$ cat config.mk
export PLATFORM = sky130hd
export DESIGN_NAME = div_rsub
export DESIGN_NICKNAME = d
export VERILOG_FILES = /design/src/rtl/div_rsub.sv
export SDC_FILE = /design/constraint.sdc
export NUM_CORES = 1
export LEC_CHECK = 0
export ABC_AREA = 1
export CORE_UTILIZATION = 69
export DETAILED_ROUTE_END_ITERATION = 16
export DONT_BUFFER_PORTS = 1
export PLACE_DENSITY_LB_ADDON = 0.15
export SKIP_CTS_REPAIR_TIMING = 1
export SYNTH_ARGS = -nofsm -noshare
export SYNTH_HDL_FRONTEND = slang
export SYNTH_SLANG_ARGS = --single-unit
$ cat constraint.sdc
create_clock -name clk -period 3.23 [get_ports clk]
set_clock_uncertainty 0.2 [all_clocks]
set_input_delay 0.646 -clock clk [delete_from_list [all_inputs] [get_ports clk]]
set_output_delay 0.646 -clock clk [all_outputs]
set_load 0.005 [all_outputs]
$ cat src/rtl/div_rsub.sv
// Unsigned divider by repeated subtraction: dividend then divisor arrive on data_in
// on consecutive edges after start; one subtraction per clock until R < D.
module div_rsub #(
  parameter int WIDTH = 16
) (
  input  logic             clk,
  input  logic             rst,
  input  logic             start,
  input  logic [WIDTH-1:0] data_in,
  output logic [WIDTH-1:0] quotient,
  output logic [WIDTH-1:0] remainder,
  output logic             busy,
  output logic             done,
  output logic             dz
);

  typedef enum logic [1:0] {
    S_IDLE  = 2'd0,
    S_LOADB = 2'd1,
    S_LOOP  = 2'd2,
    S_DONE  = 2'd3
  } state_t;

  state_t           state_q, state_d;
  logic [WIDTH-1:0] r_q, r_d;
  logic [WIDTH-1:0] d_q, d_d;
  logic [WIDTH-1:0] q_q, q_d;
  logic             done_q, done_d;
  logic             dz_q, dz_d;

  always_ff @(posedge clk) begin
    if (rst) begin
      state_q <= S_IDLE;
      r_q     <= '0;
      d_q     <= '0;
      q_q     <= '0;
      done_q  <= 1'b0;
      dz_q    <= 1'b0;
    end else begin
      state_q <= state_d;
      r_q     <= r_d;
      d_q     <= d_d;
      q_q     <= q_d;
      done_q  <= done_d;
      dz_q    <= dz_d;
    end
  end

  always_comb begin
    state_d = state_q;
    r_d     = r_q;
    d_d     = d_q;
    q_d     = q_q;
    done_d  = done_q;
    dz_d    = dz_q;
    case (state_q)
      // DONE accepts a new start exactly like IDLE, enabling back-to-back ops.
      S_IDLE, S_DONE: begin
        if (start) begin
          r_d     = data_in;
          done_d  = 1'b0;
          dz_d    = 1'b0;
          state_d = S_LOADB;
        end
      end
      S_LOADB: begin
        d_d     = data_in;
        q_d     = '0;
        state_d = S_LOOP;
      end
      S_LOOP: begin
        if (d_q == '0) begin
          dz_d    = 1'b1;
          done_d  = 1'b1;
          state_d = S_DONE;
        end else if (r_q >= d_q) begin
          r_d = r_q - d_q;
          q_d = q_q + 1'b1;
        end else begin
          done_d  = 1'b1;
          state_d = S_DONE;
        end
      end
      default: state_d = S_IDLE;
    endcase
  end

  assign quotient  = q_q;
  assign remainder = r_q;
  assign busy      = (state_q == S_LOADB) || (state_q == S_LOOP);
  assign done      = done_q;
  assign dz        = dz_q;

endmodule

# Yosys cells after proc, flatten, opt, wreduce, memory -nomap -nowiden
# Cells that the tools add are included.
# Widths: inputs -> output; s select.
# op_classes
bitwise	0
order_cmp	1
n_eq_ne	8
mul	0
n_reduce_logical	11
mux	17
shifts	0
n_addsub	2
div_mod_pow	0
# ops
cell	n
$mux 16	5
$pmux 16 s2	2
$add 16x1->16 const B	1
$ge 16x16->1	1
$logic_not 16->1	1
$sub 16x16->16	1
$reduce_and 3->1	3
$ne 2x2->1 const B	4
$mux 2	3
$pmux 2 s3	1
$eq 2x2->1 const B	2
$mux 1	4
$pmux 1 s2	2
$reduce_and 4->1	1
$reduce_bool 2->1	2
$ne 3x3->1 const B	1
$eq 2x1->1 const B	1
$logic_not 2->1	1
$reduce_and 2->1	1
$reduce_or 2->1	1
$logic_or 1x1->1	1
# word_totals
mem_count	0
register_bits	52
out_inout_bits	35
latch_bits	0
mem_bits_rw	0
romBits	0

# Longest topological paths before layout
# Gate-level depths: netlist of run 1.
# depth
ltp_word	4
mapped_depth	16
mapped_depth_nobuf	15

# Worst setup path after synthesis of run 1
# Ideal clock, no wire load.
# synth_timing
path_type	reg2reg
from	reg r_q[0] (netlist: remainder[0])
to	reg q_q[3] (netlist: quotient[3])
path_stages_with_launch	16
t_required_ps	2915
setup_slack_ps	1107
setup_ps	115
n_path_buf	1
arrival_ps	1808
path_cell_list	dfxtp_1 -> inv_1 -> ha_1 -> inv_1 -> fa_1 -> nand2_1 -> nand2_1 -> nand3_2 -> nand3_2 -> nand2_2 -> nand2_2 -> nand2_4 -> nand2_4 -> buf_6 -> a21oi_1 -> nor2_1
# synth_via
elab_chain_len	3
# synth_lines
item	line	rtl
start, declared	25	logic [WIDTH-1:0] r_q, r_d;
start signal, assigned	41	r_q <= r_d;
$ge 16x16->1	76	end else if (r_q >= d_q) begin
$ne 2x2->1 (no source line)	--	
$reduce_and 3->1 (no source line)	--	
end signal, assigned	43	q_q <= q_d;
end, declared	27	logic [WIDTH-1:0] q_q, q_d;
# No other way between the ends.
# A chain may end at the register's enable or synchronous reset.

# Worst setup path in the final report of run 1
# layout_timing
from	reg r_q[0] (netlist: remainder[0])
to	reg r_q[0] (netlist: remainder[0])
# layout_via
elab_chain_len	4
# layout_lines
item	line	rtl
$sub 16x16->16	77	r_d = r_q - d_q;
$mux 16	76	
$mux 16	72	if (d_q == '0) begin
$pmux 16 s2	56	case (state_q)
# Parallel ways exist; a longest one is shown, timed or not. The select of a mux whose other input is x is not followed.

==> flow_summary_export.csv, run 1 <==
group,metric,value,unit
timing,rsz0062_at_grt,"no",
die,die_h,74.61,um
routing,totalWireLength,8647,um
clocking,clock_latency,0.31,ns
timing,fin_crit,2.637,ns
worst_setup_path,ff2ff_setup_slack,0.59,ns
yosys,netlist_top_cells_count,"163 x nand2_1, 96 x inv_1, 56 x a21oi_1",
timing,setup_viol_count_final,0,
worst_setup_path,crit_type,"reg2reg",
placement,placement.cell_area,3642,um^2
min_path,hold_path_end,"state_q[1]$_SDFFE_PP0P_",
die,io_pins,54,
worst_setup_path,crit_path_end_kind,"flop",
die,row_count,26,
min_path,whs_path_depth,1,
yosys,synth.net_count,619,
clocking,htreeDepth,2,
placement,io_buffers,0,
timing,hold_viol,0,
global_routing,grt_pass1_vias,3131,
yosys,synth_edf_count,0,
die,die_area,5566,um^2
timing,slew_violations,0,
power,power,4.398,mW
min_path,hp-class,"in2reg",
finish,fin_nets,611,
die,core,5107,um^2
finish,fill_cells,475,
flow_run,maxCapViolCount,0,
timing,period_share,0.8164,
placement,hpwlAfterDp,6465,um
finish,final_area,3720,um^2
worst_setup_path,crit_path_max_fanout,11,
outcome,status,"finished clean",
global_routing,grt_usage,0.3171,
clocking,tritoncts.num_buffers,5,
yosys,syn_area,3637,um^2
worst_setup_path,critical_path_required,3.22,ns
clocking,cts-root-buf,"clkbuf_8",
timing,worstMarginPinSlew,0.8388,ns
yosys,synth_top_area_frac,0.2862,
finish,drive_gt1_frac,0.06119,
finish,area_growth,2.270,%
timing,tns,0,ns
yosys,async_flop_share,0,
routing,ant_nets,0,
routing,viasPerCell,5.494,
yosys,synth_area_leaders,"dfxtp_1 29%, nand2_1 17%, inv_1 9.9%, a21oi_1 7.7%, ha_1 6.5%",
yosys,syn_inst,580,
finish,utilization,0.7283,
yosys,synth_warnings,0,
timing,relSlewSlack,0.4402,
routing,drt_iter0_drc,239,
die,start_util,0.7122,
yosys,yosysUniqueCellTypes,33,
worst_setup_path,cp_data_arrival_time,2.62,ns
placement,gp_congestion,0.9453,
yosys,yosysSeqAreaShare,0.2862,
global_routing,grt_start_max_net_pins,28,
worst_setup_path,start_kind,"flop",
finish,multi_input_area,2120,um^2
power,leakagePower,1.831,nW
power,cellPowerDensity,1182,nW/um^2
yosys,synth-seq-cells,52,
yosys,yosys.cell_count.top_type,"nand2_1",
die,die_w,74.61,um
timing,setup_ws,0.5929,ns
yosys,avgSynthCellArea,6.271,um^2
routing,vias,3527,
global_routing,grt_pass1_wl,13740,um
yosys,yosys.area.top_type,"dfxtp_1",
global_routing,grt_overflow_total,0,
power,ir_worst_vdd,0.8149,mV
global_routing,antenna_found_initial,0,
clocking,ctsLongestPathBuffers,2,
routing,wire_per_inst,13.47,um
yosys,dominantRegCellSynth,"dfxtp_1",
routing,drc,0,
clocking,clkSlewWorstSetupHoldPaths,0.09,ns
finish,regArea,1041,um^2
worst_setup_path,timing.rr.start,"remainder[0]$_SDFFE_PP0P_",
worst_setup_path,timing.rr.end,"remainder[0]$_SDFFE_PP0P_",
clocking,cts_tree,"built",
routing,first_pass_iters,6,
finish,n_antenna_cell,0,
placement,place_ws,0.6149,ns
min_path,hold_start,"rst",
worst_setup_path,r2r_cells,15,
timing,max_freq,379.2,MHz
clocking,cts.sinks,52,
-- power breakdown --
| part | internal (mW) | switching [mW] |
|---|---|---|
| Sequential | 0.830 | 0.140 |
| Clock | 0.148 | 0.210 |
| Combinational | 1.03 | 2.04 |
| Total | 2.01 | 2.39 |
-- routing by layer --
metal  global-route usage  part of all wire  vias up
li1                     -                 -     1808
met4              0.09434             0.019        0
met1               0.3911              0.44     1588
met5                    0                 0        -
met3              0.07317             0.067       17
met2               0.5485              0.48      114
-- per-stage QoR --
stage	std cells	hold slack, ns
global placement	635	0.2606
global route	642	0.1814
detailed placement	635	0.2698
floorplan	580	0.2516
CTS	642	0.1925
finish	642	0.1943
-- state kept, by name, summed over array words and instances, names as in the netlist --
| name | count |
|---|---|
| dz | 1 |
| quotient | 16 |
| state_q | 2 |
| remainder | 16 |
| done | 1 |
| d_q | 16 |
-- critical path, stage by stage (launching register included) --
cell,delay (ns)
dfxtp_1,0.34
inv_1,0.07
ha_1,0.14
inv_1,0.07
fa_1,0.38
nand2_1,0.10
nand2_1,0.10
nand3_2,0.10
nand3_2,0.08
nand2_2,0.08
nand3_2,0.07
nand3_1,0.32
buf_4,0.27
nand2_1,0.07
nand2_1,0.06
a21oi_1,0.06
-- cell usage in the layout, fill, tap and decap left out, drive strengths merged --
cell type / count
o21ai: 33
mux2i: 2
and2: 3
clkinv: 1
nand4: 9
inv: 97
buf: 4
nand3: 43
dfxtp: 52
xnor2: 4
a21oi: 58
nand2: 172
ha: 19
xor2: 9
or2: 3
nor3: 7
nand3b: 1
a31oi: 1
clkbuf: 6
nor2: 46
nor3b: 1
fa: 1
-- cell type report --
| cell class | instances | share of cell area |
|---|---|---|
| multi-input combinational | 412 | 0.5698 |
| sequential | 52 | 0.2799 |
| inverter | 97 | 0.09788 |
| tap | 70 | 0.02355 |
| clock buffer | 6 | 0.01951 |
| timing repair buffer | 4 | 0.008073 |
| clock inverter | 1 | 0.001345 |
-- logic make-up (layout without fill, tap and decap cells) --
group,count (synthesis),after routing,synth area share
compound gates,92,92,0.1321
xor+xnor,13,13,0.03130
fa+ha+maj,20,20,0.07086
buf+inv,116,108,0.1311
flops,52,52,0.2862
mux,2,2,0.005504
simple gates,285,285,0.3430
-- how the worst max path moves through the flow --
stage,startpoint,endpoint,slack [ns]
final,remainder[0]$_SDFFE_PP0P_,remainder[0]$_SDFFE_PP0P_,0.59
after global placement,remainder[0]$_SDFFE_PP0P_,remainder[0]$_SDFFE_PP0P_,0.72
after CTS,remainder[0]$_SDFFE_PP0P_,remainder[0]$_SDFFE_PP0P_,0.60
after detailed placement,remainder[0]$_SDFFE_PP0P_,remainder[0]$_SDFFE_PP0P_,0.61
after global routing,remainder[0]$_SDFFE_PP0P_,remainder[1]$_SDFFE_PP0P_,0.37
after floorplan,remainder[0]$_SDFFE_PP0P_,quotient[3]$_SDFFE_PP0P_,1.11
Power figures use the tool's default switching activity.
==> inputs of run 2 (changes only) <==
Settings changed: CORE_UTILIZATION 69 to 64.
Clock period 3.23 ns to 2.58 ns, I/O delays scaled along.
==> run 2 against run 1 <==
Utilization is 4.3 points lower. Total power increased by 28%. Count of clock-buffer cells in the layout decreased by 1. Largest power group unchanged.
==> flow_summary_export.csv, run 2 (synthesis gave the netlist of run 1 again) <==
group,metric,value,unit
outcome,status,"finished clean",
placement,io_buffers,0,
placement,dp.cells,639,
power,power.share.combinational,0.683,
timing,fin_crit,2.374,ns
power,switchingPower,3.007,mW
global_routing,grt_pass1_vias,3322,
power,ir_worst_vdd,0.8483,mV
placement,hpwlAfterDp,6483,um
power,leakagePower,1.854,nW
routing,drt_iter0_drc,198,
global_routing,grt_usage,0.3049,
timing,relSlewSlack,0.4794,
clocking,cts.sinks,52,
die,die_area,5988,um^2
global_routing,grt_start_max_net_pins,34,
global_routing,grt_pass1_wl,14750,um
power,cellPowerDensity,1494,nW/um^2
power,pwr-share-seq,0.215,
finish,fill_cells,502,
min_path,hold_start,"rst",
finish,fin_nets,613,
die,die_h,77.39,um
worst_setup_path,worstSetupStartpoint,"remainder[0]$_SDFFE_PP0P_",
worst_setup_path,crit_type,"reg2reg",
clocking,clock_latency,0.31,ns
timing,slew_violations,0,
worst_setup_path,crit_chain,"inv_1 > ha_1 > inv_1 > fa_1 > nand2_1 > nand2_1 > nand3_2 > nand3_2 > nand2_2 > nand3_2 > nand3_1 > buf_4 > nand2_1 > nand2_1 > a21oi_1",
die,die_w,77.39,um
clocking,clkSlewWorstSetupHoldPaths,0.10,ns
die,core,5507,um^2
routing,totalWireLength,8689,um
power,swShare,0.5336,
timing,period_share,0.9203,
placement,gp_congestion,0.9339,
finish,n_antenna_cell,0,
power,clkPwrFrac,0.102,
worst_setup_path,cpMaxStageDelayCell,"fa_1",
worst_setup_path,crit_path_max_fanout,20,
die,row_count,27,
die,io_pins,54,
finish,area_growth,3.681,%
worst_setup_path,critical_path_required,2.56,ns
clocking,htreeDepth,2,
worst_setup_path,slowest_delay,0.37,ns
routing,wire_per_inst,13.43,um
global_routing,grt_overflow_total,0,
worst_setup_path,start_kind,"flop",
worst_setup_path,timing.rr.start,"remainder[0]$_SDFFE_PP0P_",
power,p_int,2.628,mW
worst_setup_path,crit_path_end_kind,"flop",
global_routing,antenna_found_initial,0,
clocking,cts_tree,"built",
routing,ant_nets,0,
flow_run,maxCapViolCount,0,
timing,tns,0,ns
worst_setup_path,cp_data_arrival_time,2.36,ns
timing,hold_viol,0,
clocking,cts-root-buf,"clkbuf_8",
timing,rsz0062_at_grt,"no",
routing,drc,0,
routing,first_pass_iters,4,
timing,setup_viol_count_final,0,
routing,vias,3505,
finish,instances_no_fill,647,
timing,max_freq,421.2,MHz
timing,worstMarginPinSlew,0.7800,ns
clocking,ctsLongestPathBuffers,2,
worst_setup_path,worst_path_most_repeated_cell,"nand2_1",
die,start_util,0.6605,
min_path,hp-class,"in2reg",
routing,viasPerCell,5.417,
finish,final_common_cell,"nand2_1",
clocking,tritoncts.num_buffers,5,
finish,final_cell_mix,"163 x nand2_1, 96 x inv_1, 56 x a21oi_1",
finish,drive_gt1_frac,0.06783,
run 2: cell types whose count changed in the layout (fill, tap and decap cells not counted), sizes merged:
cell,delta
buf,+2
clkinvlp,+1
clkbuf,-1
bufinv,+1
run 2: path summary, 6_finish.rpt:
| path | to | cells past startpoint | slack, ns |
|---|---|---|---|
| setup reg to reg | remainder[2]$_SDFFE_PP0P_ | 15 | 0.21 |
| setup / recovery | remainder[2]$_SDFFE_PP0P_ | 15 | 0.21 |
| hold / removal | remainder[14]$_SDFFE_PP0P_ | 1 | 0.06 |
| hold reg to reg | state_q[1]$_SDFFE_PP0P_ | 2 | 0.28 |
run 2: critical path: cells and delay by family, from the launching register on:
kind / cells / cell delay (ns)
adder cells (fa/ha/maj): 2 / 0.51
AO/OA/AOI/OAI: 1 / 0.05
AND/OR/NAND/NOR: 9 / 0.74
buffers and inverters: 3 / 0.39
flip-flops: 1 / 0.34
run 2: per-stage QoR:
step                power [mW]    util  hold WS (ns)  cell area [um^2]  setup slack (ns)
finish                   5.635  0.6848       0.06341              3771            0.2056
global route             6.262  0.6848       0.04798              3771          0.009516
CTS                      5.606  0.6848       0.05651              3771            0.2111
detailed placement       5.031  0.6646        0.2700              3660            0.2307
global placement         4.919  0.6646        0.2639              3660            0.2918
floorplan                4.355       -        0.2516              3637            0.4571
run 2: cell type report:
type	instances	area, um^2	share of cell area
Clock buffer	5	68.82	0.01825
Clock inverter	3	42.54	0.01128
Inverter	97	364.1	0.09655
Multi-Input combinational cell	412	2120	0.5620
Sequential cell	52	1041	0.2760
Tap cell	72	90.09	0.02389
Timing Repair Buffer	6	45.04	0.01194
run 2: power groups by stage:
stage	combinational [mW]	clock (mW)	sequential [mW]
after floorplan	3.17	0	1.19
after global placement	3.69	0	1.23
after detailed placement	3.80	0	1.23
after CTS	3.82	0.571	1.21
after global routing	4.41	0.609	1.24
final	3.85	0.574	1.21
run 2: per-layer routing:
| metal | global-route usage | routed length, um | vias to the layer above | part of all wire |
|---|---|---|---|---|
| met5 | 0 | 0 | - | 0 |
| met4 | 0.09245 | 155 | 0 | 0.018 |
| met3 | 0.07529 | 519 | 16 | 0.060 |
| met2 | 0.5487 | 4267 | 93 | 0.49 |
| met1 | 0.3528 | 3747 | 1582 | 0.43 |
| li1 | - | - | 1814 | - |
